$ cat config.mk
export PLATFORM = sky130hd
export DESIGN_NAME = reg_file_dump
export DESIGN_NICKNAME = d
export VERILOG_FILES = /design/src/rtl/reg_file_dump.sv
export SDC_FILE = /design/constraint.sdc
export NUM_CORES = 1
export LEC_CHECK = 0
export ABC_AREA = 1
export ABC_CLOCK_PERIOD_IN_PS = 1350
export CORE_MARGIN = 2
export CORE_UTILIZATION = 36
export CTS_BUF_LIST = sky130_fd_sc_hd__clkbuf_4 sky130_fd_sc_hd__clkbuf_8
export CTS_CLUSTER_DIAMETER = 120
export DETAILED_ROUTE_END_ITERATION = 12
export PLACE_DENSITY_LB_ADDON = 0.3
export REMOVE_ABC_BUFFERS = 1
export SETUP_SLACK_MARGIN = 0.5
export SLEW_MARGIN = 40
export SYNTH_ARGS = -nofsm -noshare
export SYNTH_HDL_FRONTEND = slang
export SYNTH_SLANG_ARGS = --single-unit
$ cat constraint.sdc
create_clock -name clk -period 1.35 [get_ports clk]
set_input_delay 0.27 -clock clk [delete_from_list [all_inputs] [get_ports clk]]
set_output_delay 0.27 -clock clk [all_outputs]
set_load 0.01 [all_outputs]
$ cat src/rtl/reg_file_dump.sv
// reg_file_dump: read-side sequencer for a 32x32 register file.
// On a start pulse it walks registers FIRST_REG..LAST_REG through one read port,
// capturing each word and streaming it out on a valid/ready interface with its index.
//
// Ports:
//   clk        system clock, rising edge
//   rst        asynchronous active-high reset
//   start      dump request, sampled only while idle
//   busy       high while a dump is in progress (load, send, done)
//   done       one-cycle pulse after the last word is accepted
//   rd_addr    register file read address (registered pointer)
//   rd_data    register file read data, combinational from rd_addr
//   out_valid  out_index/out_data hold a word
//   out_ready  consumer accepts the word on out_valid && out_ready
//   out_index  register number of out_data
//   out_data   captured register contents
module reg_file_dump #(
  parameter int unsigned FIRST_REG = 0,
  parameter int unsigned LAST_REG  = 31
) (
  input  logic        clk,
  input  logic        rst,
  input  logic        start,
  output logic        busy,
  output logic        done,
  output logic [4:0]  rd_addr,
  input  logic [31:0] rd_data,
  output logic        out_valid,
  input  logic        out_ready,
  output logic [4:0]  out_index,
  output logic [31:0] out_data
);

  if (LAST_REG < FIRST_REG || LAST_REG > 31) begin : g_bad_range
    $error("reg_file_dump: need FIRST_REG <= LAST_REG <= 31");
  end

  localparam logic [4:0] FirstPtr = 5'(FIRST_REG);
  localparam logic [4:0] LastPtr  = 5'(LAST_REG);

  typedef enum logic [1:0] {StIdle, StLoad, StSend, StDone} state_e;

  state_e      state_q, state_d;
  logic [4:0]  ptr_q, ptr_d;
  logic        out_valid_q, out_valid_d;
  logic [4:0]  out_index_q, out_index_d;
  logic [31:0] out_data_q, out_data_d;

  always_comb begin
    state_d     = state_q;
    ptr_d       = ptr_q;
    out_valid_d = out_valid_q;
    out_index_d = out_index_q;
    out_data_d  = out_data_q;

    case (state_q)
      StIdle: begin
        if (start) begin
          ptr_d   = FirstPtr;
          state_d = StLoad;
        end
      end
      StLoad: begin
        // Snapshot is the value read this cycle; a same-edge write is not seen.
        out_data_d  = rd_data;
        out_index_d = ptr_q;
        out_valid_d = 1'b1;
        state_d     = StSend;
      end
      StSend: begin
        if (out_valid_q && out_ready) begin
          out_valid_d = 1'b0;
          // Stop at LastPtr so the 5-bit pointer never wraps, even for LAST_REG = 31.
          if (ptr_q == LastPtr) begin
            state_d = StDone;
          end else begin
            ptr_d   = ptr_q + 5'd1;
            state_d = StLoad;
          end
        end
      end
      StDone: begin
        ptr_d   = FirstPtr;
        state_d = StIdle;
      end
      default: begin
        state_d = StIdle;
      end
    endcase
  end

  always_ff @(posedge clk or posedge rst) begin
    if (rst) begin
      state_q     <= StIdle;
      ptr_q       <= FirstPtr;
      out_valid_q <= 1'b0;
      out_index_q <= 5'd0;
      out_data_q  <= 32'd0;
    end else begin
      state_q     <= state_d;
      ptr_q       <= ptr_d;
      out_valid_q <= out_valid_d;
      out_index_q <= out_index_d;
      out_data_q  <= out_data_d;
    end
  end

  assign rd_addr   = ptr_q;
  assign busy      = (state_q != StIdle);
  assign done      = (state_q == StDone);
  assign out_valid = out_valid_q;
  assign out_index = out_index_q;
  assign out_data  = out_data_q;

endmodule

# Yosys cells after proc, flatten, opt, wreduce, memory -nomap -nowiden
# Cells that the tools add are included.
classes:
  n_addsub: 1
  multipliers: 0
  div: 0
  order_cmp: 0
  eq_ne: 7
  n_shift: 0
  muxes: 10
  bitwise: 0
  n_reduce_logical: 8
op_table:
  columns: ["op", "count"]
  rows:
  - ["$mux W5", 3]
  - ["$pmux W5 S3", 1]
  - ["$pmux W2 S4", 1]
  - ["$mux W2", 3]
  - ["$ne A2 B2 Y1 const B", 3]
  - ["$add A5 B1 Y5 const B", 1]
  - ["$eq A5 B5 Y1 const B", 1]
  - ["$eq A2 B2 Y1 const B", 2]
  - ["$reduce_and A2 Y1", 2]
  - ["$reduce_and A4 Y1", 1]
  - ["$reduce_bool A2 Y1", 2]
  - ["$reduce_bool A3 Y1", 1]
  - ["$eq A2 B1 Y1 const B", 1]
  - ["$logic_not A2 Y1", 1]
  - ["$pmux W1 S2", 1]
  - ["$logic_and A1 B1 Y1", 1]
  - ["$mux W1", 1]
totals:
  register_bits: 45
  latchBits: 0
  ram_bits: 0
  romBits: 0
  n_memories: 0

# Depth between registers and ports, before layout
# Gate-level depths: netlist of run 1.
depth:
  ltp_word: 4
  depth_mapped: 9
  depth_no_buf: 9

# Worst setup path before layout of run 1
# OpenSTA, ideal clock, no wires.
synth_timing:
  path_kind: "register -> register"
  from: "register ptr_q[0] (netlist: rd_addr[0])"
  to: "register ptr_q[2] (netlist: rd_addr[2])"
  setup_time_ns: 0.120
  arrival_ns: 1.356
  t_required_ns: 1.230
  slack_ns: -0.127
  stages_incl_launch_ff: 9
  n_path_buf: 0
  synth_period_minus_slack_ns: 1.477
  cell_sequence: "dfrtp_1 -> ha_1 -> nand2_1 -> nor2_1 -> ha_1 -> nand2_1 -> nand2_4 -> o21ai_0 -> nand2_1"
synth_between:
  elab_chain_len: 4
  word_cells_on_any_way: 7
  cone_classes: "1 x add/sub; 2 x eq/ne; 3 x mux; 1 x reduce/logical"
synth_rtl:
  columns: ["element", "line_no", "rtl"]
  rows:
  - ["start, declared", "44", "logic [4:0] ptr_q, ptr_d;"]
  - ["start signal, assigned", "95", "ptr_q <= FirstPtr;"]
  - ["start signal, assigned", "101", "ptr_q <= ptr_d;"]
  - ["$add A5 B1 Y5", "77", "ptr_d = ptr_q + 5'd1;"]
  - ["$mux W5", "74", "if (ptr_q == LastPtr) begin"]
  - ["$mux W5", "71", "if (out_valid_q && out_ready) begin"]
  - ["$pmux W5 S3", "56", "case (state_q)"]
# Parallel ways exist; a longest one is shown, timed or not. The select of a mux whose other input is x is not followed.
# A chain may end at the register's enable or synchronous reset.

# Worst setup path in the final report of run 1
layout_timing:
  from: "register state_q[1]"
  to: "register out_data_q[29] (netlist: out_data[29])"
layout_between:
  elab_chain_len: 1
layout_rtl:
  columns: ["element", "line_no", "rtl"]
  rows:
  - ["start, declared", "43", "state_e state_q, state_d;"]
  - ["start signal, assigned", "94", "state_q <= StIdle;"]
  - ["start signal, assigned", "100", "state_q <= state_d;"]
  - ["$eq A2 B1 Y1", "56", null]
  - ["end signal, assigned", "104", "out_data_q <= out_data_d;"]
  - ["end, declared", "47", "logic [31:0] out_data_q, out_data_d;"]
# Every way passes these cells.

==> impl_summary.txt, run 1 <==
----------------------------------------------------
[Layout]
  Fill cells ... 416
  Count of inserted antenna diode cells ... 0
  Layout Nets ... around 310
  Final core utilization ... around 65%
  Layout cell share with drive strength beyond 1 ... between 50% and 60%
  Post-layout instance count excluding filler cells ... 339
  Area growth from synthesis to layout ... 73.3%

[STA]
  Unrepaired setup endpoints after global routing ... true
  Slew at the pin closest to its max-slew limit ... ~240 ps
  Largest clock skew in the final design ... 5.81 ps
  Max-slew headroom ... a little over four fifths
  Post-layout minimum cycle time ... roughly 1400 ps
  Setup slack after layout ... -63.0 ps
  Max Clock Freq ... about 0.71 GHz
  Number of failing setup endpoints in the final timing report ... 43
  Post-route clock period utilization ... 105%
  Fin. Hold Viols ... 0
  Count of pins over their slew limit ... 0

[CTS]
  Number of hold-repair buffers added at the cts stage ... 0
  Clock network latency to the later pin of the worst-skew pair ... ~290 ps
  CTS Buf Count ... 5
  Max Root-Sink Buffers ... 2
  Clock net sink count ... 45
  CTS clock-pin slew for the worst setup and hold paths ... about 90 ps
  Root cell of the clock tree ... clkbuf_8
  Number of H-tree levels ... 2
  CTS tree ... yes

[Floorplan]
  Height of the die ... approximately 77 µm
  Die span in x ... about 77 µm
  Io pins ... 81
  Die ar. ... ~5900 µm²
  Core box area ... 5110 µm²
  Initial standard-cell utilization of the core ... a little under two fifths
  Cell Rows ... 26

[Pwr]
  Worst voltage drop across the vdd grid ... approximately 0.0011 V
  Net switching power ... between 2 and 3 mW
  Fraction of power consumed by combinational cells ... 56.5%
  Portion of total power attributed to sequential cells ... 29.7%
  Fraction of power spent switching nets ... 34.1%
  Overall power of the completed layout ... around 7.6 mW
  Share of power burned in the clock network ... 13.8%
  Cell-internal power ... about 5.0 mW
  Power per Cell Area ... ~2300 nW/µm²
  Static leakage power ... between 1.5 and 2 nW

[Place]
  GPL Wtd Cong ... 0.806
  Half-perimeter wire length after detailed placement ... 3070 µm
  Input/output buffers ... 80
  Placed cell count ... about 310

[Synthesis]
  Parity-gate share of the synthesized area counting xor and xnor cells ... 0%
  Main combinational cell family by area after synthesis ... multiplexers
  Synth Area in Compound Gates ... 2.61%
  Count of cell types in the netlist ... 18
  Adder and majority gate portion of the synthesized area ... roughly 4.6%
  Mapped Cells ... between 100 and 150
  Sequential area share after synthesis ... about 59%
  Average cell area after synthesis ... approximately 13 µm²
  Ys Warns ... 0
  Synthesis-stage register bit count ... 45
  Post-Synth Simple-Gate Area ... under 10%
  Proportion of synthesized area in mux cells ... between 20% and 30%
  Total standard cell area after synthesis ... 1910 µm²

[Global route]
  Met3 routing resource usage after global routing ... under 10%
  GRT Overall Usage ... around 17%
  Number of antenna violations at the first check in global routing ... 0
  Met2 track utilization from global routing ... between 20% and 30%
  Maximum number of pins on one net before global-route repair ... 46
  M1 GR Usage ... 23.3%
  Vias in the first global route ... approximately 1,600
  Highest-utilization routing layer at the global route stage ... met2
  Gr ovfl total ... 0
  First-pass GRT wire length ... ~8000 µm

[Routing]
  Post-route DRC violation count ... 0
  Mean routed wirelength per cell ... approximately 15 µm
  Detailed router's first-iteration violation count ... 69
  Total Routed Length ... 5190 µm
  Iteration count of the initial detailed-routing pass ... 4
  Vias per inst ... approximately 4.6
  Count of nets left with antenna violations after detail routing ... 0
  Total number of vias ... roughly 1,600

[Flow run]
  Max-Cap Viols ... 0

[Worst setup path]
  Slowest cell on the critical path ... dfrtp_1
  WS Path Type ... reg2reg
  Data required, critical path ... between 1500 and 2000 ps
  Data arrival time of the critical path ... 1590 ps
  Critical path launch point type ... register
  Slowest Stage Delay on Critical Path ... ~400 ps
  Crit Reg-Reg Startpoint ... state_q[1]$_DFFE_PP0P_
  Cell-by-cell trace of the critical path ... inv_2, buf_6, ha_4, buf_16, mux2_2
  Crit path from ... state_q[1]$_DFFE_PP0P_
  CP max FO ... 13
  Critical Path End Type ... register

[Worst hold path]
  Hold/Removal Path Class ... in2async

[Outcome]
  Violations in the final reports ... setup timing
  Run status ... complete, but fails checks

----------------------------------------------------
[registers in the layout, summed over array words and instances (netlist names)]
name       cells
out_data      32
out_index      5
state_q        2
out_valid      1
rd_addr        5
[worst paths after layout]
path	to	slack (ps)	depth (start not counted)
min in group clk	out_data[31]$_DFFE_PP0P_	510	1
min reg2reg	out_data[31]$_DFFE_PP0P_	510	1
max reg2reg	out_data[29]$_DFFE_PP0P_	-60	5
min	out_data[8]$_DFFE_PP0P_	330	3
max in group asynchronous	out_data[3]$_DFFE_PP0P_	810	3
max	out_data[29]$_DFFE_PP0P_	-60	5
[worst max-delay path: cells and delay by family (launching register included)]
family | cells | cell delay, ps
flops | 1 | 400
buf+inv | 3 | 360
fa+ha+maj | 1 | 200
mux | 1 | 340
[per-stage QoR]
step	instance area [µm²]	setup WS [ps]	hold slack, ps	setup TNS, ps
finish	3320	-63.0	330	-1680
global route	3320	-139	331	-3760
CTS	3090	-61.5	334	-1070
detailed placement	2900	-115	482	-2870
global placement	2900	-86.4	468	-1770
floorplan	1880	-657	377	-25170
[power groups by stage]
| stage | Combinational [mW] | Sequential (mW) | Clock (mW) |
|---|---|---|---|
| global route | 4.63 | 2.34 | 1.14 |
| detailed placement | 3.51 | 2.26 | 0 |
| global placement | 3.49 | 2.23 | 0 |
| CTS | 3.75 | 2.24 | 1.08 |
| finish | 4.32 | 2.27 | 1.05 |
| floorplan | 1.43 | 2.54 | 0 |
[logic make-up (layout without fill, tap and decap cells)]
kind of cell,after synthesis,in the layout
mux,36,36
fa+ha+maj,7,7
simple gates,34,34
compound gates,10,10
flops,45,45
buf+inv,15,137
[per-layer routing]
metal	wire, µm	up-vias
met4	14	0
met5	0	-
met3	330	2
met2	2470	59
met1	2380	755
li1	-	736
[synth_stat cells, drive strengths merged]
library cell,number,area share (%)
a21oi,1,0.26
o21ai,9,2.4
mux2,36,21
nor3b,1,0.39
nor2,5,1.8
dfrtp,45,59
inv,11,2.2
buf,4,1.7
ha,7,4.6
nand4,1,0.33
nand3,3,0.78
nand2,24,5.6
[timing repair]
action,in CTS,in global routing
setup buffers,10,14
endpoints found under the setup margin,90,90
resized for setup,241,26
pin swaps,15,5
cloned,1,0
[area by class of cell]
class / count / area, µm² / share of cell area [%]
clock buffers: 6 / 82.6 / 2.49
clock inverters: 2 / 37.5 / 1.13
repair buffers: 118 / 1010 / 30.5
flip-flops and latches: 45 / 1130 / 33.9
inverters: 11 / 46.3 / 1.40
multi-input cells: 87 / 926 / 27.9
well taps: 70 / 87.6 / 2.64
[cell usage in the layout, fill, tap and decap left out, drive strengths merged]
| cell type | count |
|---|---|
| a21oi | 1 |
| bufinv | 1 |
| inv | 11 |
| nor3b | 1 |
| mux2 | 36 |
| buf | 83 |
| o21ai | 9 |
| nand2 | 24 |
| clkbuf | 6 |
| clkdlybuf4s50 | 35 |
| nand3 | 3 |
| clkinvlp | 1 |
| nor2 | 5 |
| ha | 7 |
| nand4 | 1 |
| dfrtp | 45 |
Power figures use the tool's default switching activity.
==> run 2: changes to the inputs <==
SLEW_MARGIN = unset   (was 40)
==> results of run 2 <==
No change in the layout: final DEF, timing and power equal those of run 1.
==> run 3: changes to the inputs <==
SLEW_MARGIN = 5   (was unset)
==> results of run 3 <==
No change in the layout: final DEF, timing and power equal those of run 1.
